==> config.mk <==
export PLATFORM = sky130hd
export DESIGN_NAME = led_mode_sequencer
export DESIGN_NICKNAME = d
export VERILOG_FILES = /design/src/rtl/led_seq_pkg.sv /design/src/rtl/btn_debounce.sv /design/src/rtl/led_mode_sequencer.sv
export SDC_FILE = /design/constraint.sdc
export NUM_CORES = 1
export LEC_CHECK = 0
export ABC_AREA = 1
export CORE_MARGIN = 2
export CORE_UTILIZATION = 57
export CTS_CLUSTER_DIAMETER = 30
export DETAILED_ROUTE_END_ITERATION = 8
export PLACE_DENSITY = 0.82
export SYNTH_ARGS = -nofsm -noshare
export SYNTH_HDL_FRONTEND = slang
export SYNTH_SLANG_ARGS = --single-unit
==> constraint.sdc <==
create_clock -name CLK -period 3.22 [get_ports CLK]
set_clock_uncertainty 0.05 [all_clocks]
set_input_delay 0.644 -clock CLK [delete_from_list [all_inputs] [get_ports CLK]]
set_output_delay 0.644 -clock CLK [all_outputs]
set_load 0.05 [all_outputs]
==> src/rtl/led_seq_pkg.sv <==
// Shared encodings for the LED mode sequencer: mode values, press FSM states,
// and a counter-width helper.
package led_seq_pkg;

  localparam logic [1:0] MODE_OFF  = 2'd0;
  localparam logic [1:0] MODE_ON   = 2'd1;
  localparam logic [1:0] MODE_SLOW = 2'd2;
  localparam logic [1:0] MODE_FAST = 2'd3;

  localparam logic [1:0] ST_IDLE      = 2'd0;
  localparam logic [1:0] ST_PRESSED   = 2'd1;
  localparam logic [1:0] ST_LONG_HELD = 2'd2;

  // Bits needed to count 0..n-1, never narrower than one bit.
  function automatic int unsigned cnt_width(input int unsigned n);
    return (n > 1) ? int'($clog2(n)) : 1;
  endfunction

endpackage

==> src/rtl/btn_debounce.sv <==
// Two-flop synchronizer followed by a stability-count debouncer.
module btn_debounce
  import led_seq_pkg::*;
#(
  parameter int unsigned DEBOUNCE_CYCLES = 250000
) (
  input  logic CLK,
  input  logic RST_N,
  input  logic BTN,
  output logic BTN_DB
);

  localparam int unsigned CW = cnt_width(DEBOUNCE_CYCLES);

  logic          sync1_q;
  logic          sync2_q;
  logic [CW-1:0] stab_q;

  always_ff @(posedge CLK or negedge RST_N) begin
    if (!RST_N) begin
      sync1_q <= 1'b0;
      sync2_q <= 1'b0;
    end else begin
      sync1_q <= BTN;
      sync2_q <= sync1_q;
    end
  end

  // Any cycle where the synced value matches the output restarts the count.
  always_ff @(posedge CLK or negedge RST_N) begin
    if (!RST_N) begin
      stab_q <= '0;
      BTN_DB <= 1'b0;
    end else if (sync2_q == BTN_DB) begin
      stab_q <= '0;
    end else if (stab_q == CW'(DEBOUNCE_CYCLES - 1)) begin
      stab_q <= '0;
      BTN_DB <= sync2_q;
    end else begin
      stab_q <= stab_q + CW'(1);
    end
  end

endmodule

==> src/rtl/led_mode_sequencer.sv <==
// Button-driven LED mode sequencer: short press advances OFF/ON/SLOW/FAST,
// long press forces OFF; LED blinks at a per-mode half-period.
module led_mode_sequencer
  import led_seq_pkg::*;
#(
  parameter int unsigned DEBOUNCE_CYCLES   = 250000,
  parameter int unsigned LONG_PRESS_CYCLES = 24000000,
  parameter int unsigned SLOW_HALF         = 6000000,
  parameter int unsigned FAST_HALF         = 1500000
) (
  input  logic       CLK,
  input  logic       RST_N,
  input  logic       BTN,
  output logic       LED,
  output logic [1:0] MODE,
  output logic       PRESS_ACK
);

  localparam int unsigned HW       = cnt_width(LONG_PRESS_CYCLES + 1);
  localparam int unsigned MAX_HALF = (SLOW_HALF > FAST_HALF) ? SLOW_HALF : FAST_HALF;
  localparam int unsigned BW       = cnt_width(MAX_HALF);

  logic          btn_db;
  logic          btn_db_q;
  logic [1:0]    state_q, state_d;
  logic [HW-1:0] hold_q, hold_d;
  logic [1:0]    mode_q, mode_d;
  logic          mode_evt_c;
  logic [BW-1:0] blink_q;
  logic [BW-1:0] half_c;

  btn_debounce #(
    .DEBOUNCE_CYCLES(DEBOUNCE_CYCLES)
  ) u_btn_debounce (
    .CLK   (CLK),
    .RST_N (RST_N),
    .BTN   (BTN),
    .BTN_DB(btn_db)
  );

  always_ff @(posedge CLK or negedge RST_N) begin
    if (!RST_N) begin
      state_q   <= ST_IDLE;
      hold_q    <= '0;
      mode_q    <= MODE_OFF;
      btn_db_q  <= 1'b0;
      PRESS_ACK <= 1'b0;
    end else begin
      state_q   <= state_d;
      hold_q    <= hold_d;
      mode_q    <= mode_d;
      btn_db_q  <= btn_db;
      PRESS_ACK <= mode_evt_c;
    end
  end

  // Press FSM; hold counter saturates at LONG_PRESS_CYCLES once long-held.
  always_comb begin
    state_d    = state_q;
    hold_d     = hold_q;
    mode_d     = mode_q;
    mode_evt_c = 1'b0;
    case (state_q)
      ST_IDLE: begin
        if (btn_db && !btn_db_q) begin
          state_d = ST_PRESSED;
          hold_d  = '0;
        end
      end
      ST_PRESSED: begin
        if (!btn_db) begin
          state_d    = ST_IDLE;
          mode_d     = mode_q + 2'd1;
          mode_evt_c = 1'b1;
        end else if (hold_q >= HW'(LONG_PRESS_CYCLES - 1)) begin
          state_d    = ST_LONG_HELD;
          hold_d     = HW'(LONG_PRESS_CYCLES);
          mode_d     = MODE_OFF;
          mode_evt_c = 1'b1;
        end else begin
          hold_d = hold_q + HW'(1);
        end
      end
      ST_LONG_HELD: begin
        if (!btn_db) state_d = ST_IDLE;
      end
      default: state_d = ST_IDLE;
    endcase
  end

  assign half_c = (mode_q == MODE_SLOW) ? BW'(SLOW_HALF - 1) : BW'(FAST_HALF - 1);

  // A mode change restarts the blink phase so blinking modes open high.
  always_ff @(posedge CLK or negedge RST_N) begin
    if (!RST_N) begin
      blink_q <= '0;
      LED     <= 1'b0;
    end else if (mode_evt_c) begin
      blink_q <= '0;
      LED     <= (mode_d != MODE_OFF);
    end else begin
      case (mode_q)
        MODE_OFF: begin
          blink_q <= '0;
          LED     <= 1'b0;
        end
        MODE_ON: begin
          blink_q <= '0;
          LED     <= 1'b1;
        end
        default: begin
          if (blink_q >= half_c) begin
            blink_q <= '0;
            LED     <= ~LED;
          end else begin
            blink_q <= blink_q + BW'(1);
          end
        end
      endcase
    end
  end

  assign MODE = mode_q;

endmodule

==> out/qor.yml, run 1 <==
placed_design:
  port_buffers: 6
  dp_hpwl_um: 7543
  placedCellCount: 727
  place_congestion: 0.9329
synth:
  ys_types: 39
  syn_inst: 624
  synth_fa_ha_area_share_pct: 3.435
  syn_area_sq_mm: 0.004736
  ys_warn_count: 0
  synthMuxAreaShare_pct: 0.2378
  synth_fp_nets: 640
  synth.avg_cell_area_sq_um: 7.589
  synth_xor_area_share_pct: 8.137
  ys_seq_elements: 76
  synth_top_family_by_area: "simple AND/OR/NAND/NOR gates"
  yosys.area_share.simple_pct: 35.48
  yosysTopAreaCellShare_pct: 40.16
  synth_compound_area_share_pct: 5.152
  yosysSeqAreaShare_pct: 40.16
  synth_top_cell_by_area: "dfrtp_1"
  synth_async_sr_flop_share_pct: 100.0
  synthTopCellsByArea: "dfrtp_1, nand2_1, nor2_1"
  synthFlopType: "dfrtp_1"
  synth_edf_count: 0
final_layout:
  layout.nets: 649
  fin_cells: 743
  syn_to_final_growth_pct: 7.847
  n_fill_cell: 704
  n_antenna_cell: 0
  final_common_cell: "nand2_1"
  drive_gt1_share_pct: 10.03
  most-common-layout-cells: "nand2_1, nor2_1, dfrtp_1"
route:
  firstDrtPassIters: 5
  drt_iter0_drc: 263
  avgViaCountPerCell: 5.540
  drt-total-wl_um: 10260
  vias: 4116
  drc: 0
  ant_nets: 0
  wl_per_cell_um: 13.81
floorplan:
  initial_core_util_pct: 58.22
  die_area_sq_mm: 0.009054
  io_pins: 7
  core_area_sq_mm: 0.008134
  die_w_um: 95.15
  row_count: 33
  die_h_um: 95.15
critical_path:
  critPathRequiredTime_ns: 3.40
  critPathKind: "reg -> reg"
  crit_chain: "inv_1 -> ha_1 -> inv_2 -> ha_1 -> inv_1 -> nor3_1 -> nand2_1 -> nor2_1 -> nand3_1 -> nand3_2 -> nor2_4 -> nand3_4 -> nor2_1"
  max_stage_delay_ns: 0.41
  worstPathArrival_ns: 3.08
  slowest_stage: "dfrtp_1"
  start_kind: "flip-flop"
  crit_fanout: 24
  end_kind: "flip-flop"
power:
  p_leak_nw: 2.219
  p_int_mw: 1.478
  power_density_mw_per_mm2: 366.4
  clock_power_share_pct: 47.1
  p_comb_share_pct: 1.6
  swShare_pct: 21.03
  power_switching_uw: 393.5
  vdd_drop_max_mv: 0.2984
  p_seq_share_pct: 51.3
clocking:
  clock-sinks: 76
  ctsHoldBuffers: 0
  clockRootBuffer: "clkbuf_8"
  cts_tree: "built"
  postCtsSetupBuffers: 0
  clockBufferDepth: 2
  htreeDepth: 3
  ctsResizeCount: 0
  insertion_delay_ns: 0.35
  cts_buffers: 9
  path_clk_slew_ns: 0.08
outcome:
  status: "complete, no violations"
timing:
  timing.setup.tns_ns: 0
  min_period_ns: 2.895
  hold_violations: 0
  setup_viol: 0
  maxSlewViolCount: 0
  max_freq_ghz: 0.3454
  rsz0062_at_grt: "false"
  fin_crit_sh_pct: 89.91
  worst_slew_pin_slew_ns: 0.9400
  maxSlewHeadroom_pct: 37.33
global_routing:
  grt_antenna_before_repair: 0
  grt_max_degree: 77
  grt_pass1_vias: 3995
  grt-ovfl-total: 0
  grt_pass1_wl_um: 17510
  grt_use_total_pct: 24.57
worst_hold_path:
  min_path_type: "reg -> reg"
run:
  cap_viol_max_count: 0
## per-layer routing
metal	track usage, %	part of all wire (%)
met5	0	0
met4	9.420	1.5
met3	4.585	4.8
met2	41.49	49
met1	31.31	44
## worst max-delay path, delay by kind of cell, from the launching register on
family / cells / cell delay (ns)
AND/OR/NAND/NOR: 8 / 1.20
adder cells (fa/ha/maj): 2 / 0.75
flip-flops: 1 / 0.41
buffers and inverters: 3 / 0.36
## area by class of cell
type                            count  area, sq um  area share, %
Multi-Input combinational cell    464         2484          48.63
Clock inverter                      6        112.6          2.205
Clock buffer                       10        127.6          2.499
Tap cell                          105        131.4          2.572
Inverter                           74        277.8          5.439
Timing Repair Buffer                8        72.57          1.421
Sequential cell                    76         1902          37.24
## power groups by stage
stage	sequential [mW]	combinational, mW	clock, mW
floorplan	0.979	0.00845	0
finish	0.960	0.0295	0.881
global placement	0.979	0.0302	0
CTS	0.960	0.0314	0.897
global route	0.961	0.0365	0.936
detailed placement	0.979	0.0312	0
## through the flow
| stage | hold slack (ns) | utilization, % | worst slack (ns) | instance area, sq um | power (mW) |
|---|---|---|---|---|---|
| 2_1_floorplan | 0.2812 | - | 0.5843 | 4736 | 0.9872 |
| 6_report | 0.3143 | 62.79 | 0.3249 | 5107 | 1.871 |
| 4_1_cts | 0.3139 | 62.79 | 0.3251 | 5107 | 1.889 |
| 5_1_grt | 0.3217 | 62.79 | 0.02875 | 5107 | 1.933 |
| 3_5_place_dp | 0.2964 | 59.84 | 0.3433 | 4867 | 1.010 |
| 3_3_place_gp | 0.2910 | 59.84 | 0.4887 | 4867 | 1.009 |
## path summary, 6_finish.rpt
path                                                  startpoint                                 end  slack [ns]  cells after the start
worst max-delay path                           MODE[0]$_DFF_PN0_               blink_q[21]$_DFF_PN0_        0.32                     13
worst min-delay path            u_btn_debounce.sync1_q$_DFF_PN0_    u_btn_debounce.sync2_q$_DFF_PN0_        0.31                      0
worst max register to register                 MODE[0]$_DFF_PN0_               blink_q[21]$_DFF_PN0_        0.32                     13
worst min register to register  u_btn_debounce.sync1_q$_DFF_PN0_    u_btn_debounce.sync2_q$_DFF_PN0_        0.31                      0
max in group asynchronous                                  RST_N  u_btn_debounce.stab_q[8]$_DFF_PN0_        2.13                      1
min in group asynchronous                                  RST_N                     LED$_DFFE_PN0P_        0.36                      1
## kinds of logic (layout without fill, tap and decap cells)
logic type / Yosys count / after routing
simple gates: 360 / 360
buf+inv: 84 / 98
flops: 76 / 76
compound gates: 46 / 46
xor+xnor: 44 / 44
fa+ha+maj: 13 / 13
mux: 1 / 1
## flip-flops by register name, summed over array words and instances (netlist names)
signal / flops
u_btn_debounce.sync1_q: 1
blink_q: 23
LED: 1
u_btn_debounce.BTN_DB: 1
state_q: 2
btn_db_q: 1
u_btn_debounce.stab_q: 18
MODE: 2
hold_q: 25
u_btn_debounce.sync2_q: 1
PRESS_ACK: 1
## synth_stat cells, types with 2 or more instances
cell	instances
nor2_4	2
nor2_1	91
nand3_2	3
xor2_1	35
buf_4	2
o21ai_0	29
o22ai_1	3
xnor2_1	9
nor3b_1	3
nand3b_1	3
buf_6	3
nand2_1	143
nor2_2	26
nand4_1	20
a21oi_1	10
nor3_1	20
nand3_1	31
dfrtp_1	76
inv_2	4
buf_2	4
nor3_2	2
nor4_1	5
ha_1	13
inv_1	69
nand2_2	4
(Power assumes the default switching activity.)
==> inputs of run 2 (changes only) <==
--- a/config.mk
+++ b/config.mk
@@ -6,11 +6,13 @@
 export NUM_CORES = 1
 export LEC_CHECK = 0
 export ABC_AREA = 1
+export CELL_PAD_IN_SITES_DETAIL_PLACEMENT = 1
+export CELL_PAD_IN_SITES_GLOBAL_PLACEMENT = 2
 export CORE_MARGIN = 2
-export CORE_UTILIZATION = 57
+export CORE_UTILIZATION = 38
 export CTS_CLUSTER_DIAMETER = 30
 export DETAILED_ROUTE_END_ITERATION = 8
-export PLACE_DENSITY = 0.82
+export PLACE_DENSITY = 0.88
 export SYNTH_ARGS = -nofsm -noshare
 export SYNTH_HDL_FRONTEND = slang
 export SYNTH_SLANG_ARGS = --single-unit
==> out/qor.yml, run 2 (synthesis gave the netlist of run 1 again) <==
floorplan:
  row_count: 40  # was 33
  initial_core_util_pct: 39.10  # was 58.22%
  die_w_um: 115.6  # was 95.15 um
  die_area_sq_mm: 0.01337  # was 0.009054 sq mm
  io_pins: 7  # unchanged
  die_h_um: 115.6  # was 95.15 um
  core_area_sq_mm: 0.01211  # was 0.008134 sq mm
timing:
  hold_ws_ns: 0.3073  # was 0.3143 ns
  worst_slew_pin_slew_ns: 0.9936  # was 0.9400 ns
  fin_crit_sh_pct: 84.18  # was 89.91%
  rsz0062_at_grt: "false"  # unchanged
  hold_violations: 0  # unchanged
  timing.setup.tns_ns: 0  # unchanged
  min_period_ns: 2.711  # was 2.895 ns
  setup_viol: 0  # unchanged
  maxSlewHeadroom_pct: 33.76  # was 37.33%
  max_freq_ghz: 0.3689  # was 0.3454 GHz
  maxSlewViolCount: 0  # unchanged
clocking:
  clockRootBuffer: "clkbuf_16"  # was clkbuf_8
  clockBufferDepth: 2  # unchanged
  ctsHoldBuffers: 0  # unchanged
  clock-sinks: 76  # unchanged
  ctsResizeCount: 0  # unchanged
  cts_tree: "built"  # unchanged
  path_clk_slew_ns: 0.06  # was 0.08 ns
  htreeDepth: 3  # unchanged
  cts_buffers: 9  # unchanged
  insertion_delay_ns: 0.34  # was 0.35 ns
  postCtsSetupBuffers: 0  # unchanged
final_layout:
  final_common_cell: "nand2_1"  # unchanged
  layout.nets: 650  # was 649
  most-common-layout-cells: "nand2_1, nor2_1, dfrtp_1"  # unchanged
  largest_register_ff_count: 25  # unchanged
  regMostFlops: "hold_q"  # unchanged
  top_regs: "hold_q (25), blink_q (23), u_btn_debounce.stab_q (18)"  # unchanged
  n_fill_cell: 1533  # was 704
  n_antenna_cell: 0  # unchanged
  drive_gt1_share_pct: 10.33  # was 10.03%
  syn_to_final_growth_pct: 10.89  # was 7.847%
critical_path:
  max_stage_delay_ns: 0.41  # about the same
  crit_chain: "inv_1 -> ha_1 -> inv_2 -> ha_1 -> inv_1 -> nor3_1 -> nand2_1 -> nor2_1 -> nand3_1 -> nand3_2 -> nor2_4 -> nand3_4 -> nand2_1 -> nand2_1"  # was inv_1 -> ha_1 -> inv_2 -> ha_1 -> inv_1 -> nor3_1 -> nand2_1 -> nor2_1 -> nand3_1 -> nand3_2 -> nor2_4 -> nand3_4 -> nor2_1
  critPathKind: "reg -> reg"  # unchanged
  end_kind: "flip-flop"  # unchanged
  critPathRequiredTime_ns: 3.45  # was 3.40 ns
  crit_top_cell: "nand2_1"
  start_kind: "flip-flop"  # unchanged
  crit_fanout: 24  # unchanged
  slowest_stage: "dfrtp_1"  # unchanged
  worstPathArrival_ns: 2.94  # was 3.08 ns
worst_hold_path:
  min_path_type: "reg -> reg"  # unchanged
power:
  clock_power_share_pct: 50.6  # was 47.1%
  p_comb_share_pct: 1.5  # was 1.6%
  p_seq_share_pct: 47.9  # was 51.3%
  power_density_mw_per_mm2: 382.6  # was 366.4 mW/mm^2
  p_int_mw: 1.554  # was 1.478 mW
  p_total_mw: 2.009  # was 1.871 mW
  power_switching_uw: 455.1  # was 393.5 uW
  p_leak_nw: 2.265  # was 2.219 nW
  vdd_drop_max_mv: 0.1815  # was 0.2984 mV
  swShare_pct: 22.65  # was 21.03%
route:
  wl_per_cell_um: 15.35  # was 13.81 um
  vias: 4085  # was 4116
  drt_iter0_drc: 170  # was 263
  drt-total-wl_um: 12390  # was 10260 um
  firstDrtPassIters: 4  # was 5
  ant_nets: 0  # unchanged
  drc: 0  # unchanged
  avgViaCountPerCell: 5.062  # was 5.540
global_routing:
  grt-ovfl-total: 0  # unchanged
  grt_max_degree: 77  # unchanged
  grt_pass1_vias: 4450  # was 3995
  grt_pass1_wl_um: 21400  # was 17510 um
  grt_antenna_before_repair: 0  # unchanged
  grt_use_total_pct: 20.32  # was 24.57%
placed_design:
  port_buffers: 6  # unchanged
  place_congestion: 0.8845  # was 0.9329
  dp_hpwl_um: 9291  # was 7543 um
outcome:
  status: "complete, no violations"  # unchanged
run:
  cap_viol_max_count: 0  # unchanged
run 2: cell count changes in the layout (fill, tap and decap cells not counted), moves of 2 or more:
| cell | delta |
|---|---|
| clkbuf_16 | +9 |
| clkbuf_8 | -6 |
| bufinv_16 | -3 |
| clkinvlp_4 | -3 |
| clkinv_4 | +2 |
run 2: layer usage:
metal  routed length [um]  track usage [%]  vias to the layer above
met3                  221            2.563                       21
met2                 6090            36.34                       36
met1                 5818            25.09                     2009
met4                  255            7.540                        0
met5                    0                0                        -
li1                     -                -                     2019
run 2: final cells by class:
class / count / area [sq um] / area share, %
Clock buffer: 12 / 266.5 / 5.075
Clock inverter: 4 / 31.28 / 0.5957
Inverter: 74 / 277.8 / 5.289
Multi-Input combinational cell: 464 / 2484 / 47.30
Sequential cell: 76 / 1902 / 36.22
Tap cell: 168 / 210.2 / 4.003
Timing Repair Buffer: 9 / 80.08 / 1.525
run 2: power by group through the flow:
stage | combinational [mW] | sequential, mW | clock, mW
after floorplan | 0.00845 | 0.979 | 0
after global placement | 0.0327 | 0.979 | 0
after detailed placement | 0.0336 | 0.979 | 0
after CTS | 0.0337 | 0.961 | 1.04
after global routing | 0.0377 | 0.961 | 1.07
final | 0.0310 | 0.961 | 1.02
run 2: stage by stage:
| step | setup WS, ns | instances | utilization [%] | instance area (sq um) |
|---|---|---|---|---|
| floorplan | 0.5843 | 624 | - | 4736 |
| global placement | 0.6991 | 791 | 40.90 | 4954 |
| detailed placement | 0.5063 | 791 | 40.90 | 4954 |
| CTS | 0.4894 | 807 | 43.36 | 5251 |
| global route | 0.2858 | 807 | 43.36 | 5251 |
| finish | 0.5093 | 807 | 43.36 | 5251 |
run 2: worst paths after layout:
kind	startpoint	depth (start not counted)	slack, ns	end
worst max-delay path	MODE[0]$_DFF_PN0_	14	0.51	LED$_DFFE_PN0P_
worst min-delay path	u_btn_debounce.sync1_q$_DFF_PN0_	0	0.31	u_btn_debounce.sync2_q$_DFF_PN0_
worst max register to register	MODE[0]$_DFF_PN0_	14	0.51	LED$_DFFE_PN0P_
worst min register to register	u_btn_debounce.sync1_q$_DFF_PN0_	0	0.31	u_btn_debounce.sync2_q$_DFF_PN0_
max in group asynchronous	RST_N	1	2.06	u_btn_debounce.stab_q[6]$_DFF_PN0_
min in group asynchronous	RST_N	1	0.40	hold_q[11]$_DFFE_PN0P_
run 2: worst max-delay path: cells and delay by family, from the launching register on:
family | cells | cell delay [ns]
DFF | 1 | 0.41
adders and majority gates | 2 | 0.53
and+or+nand+nor | 9 | 1.35
buffers and inverters | 3 | 0.31
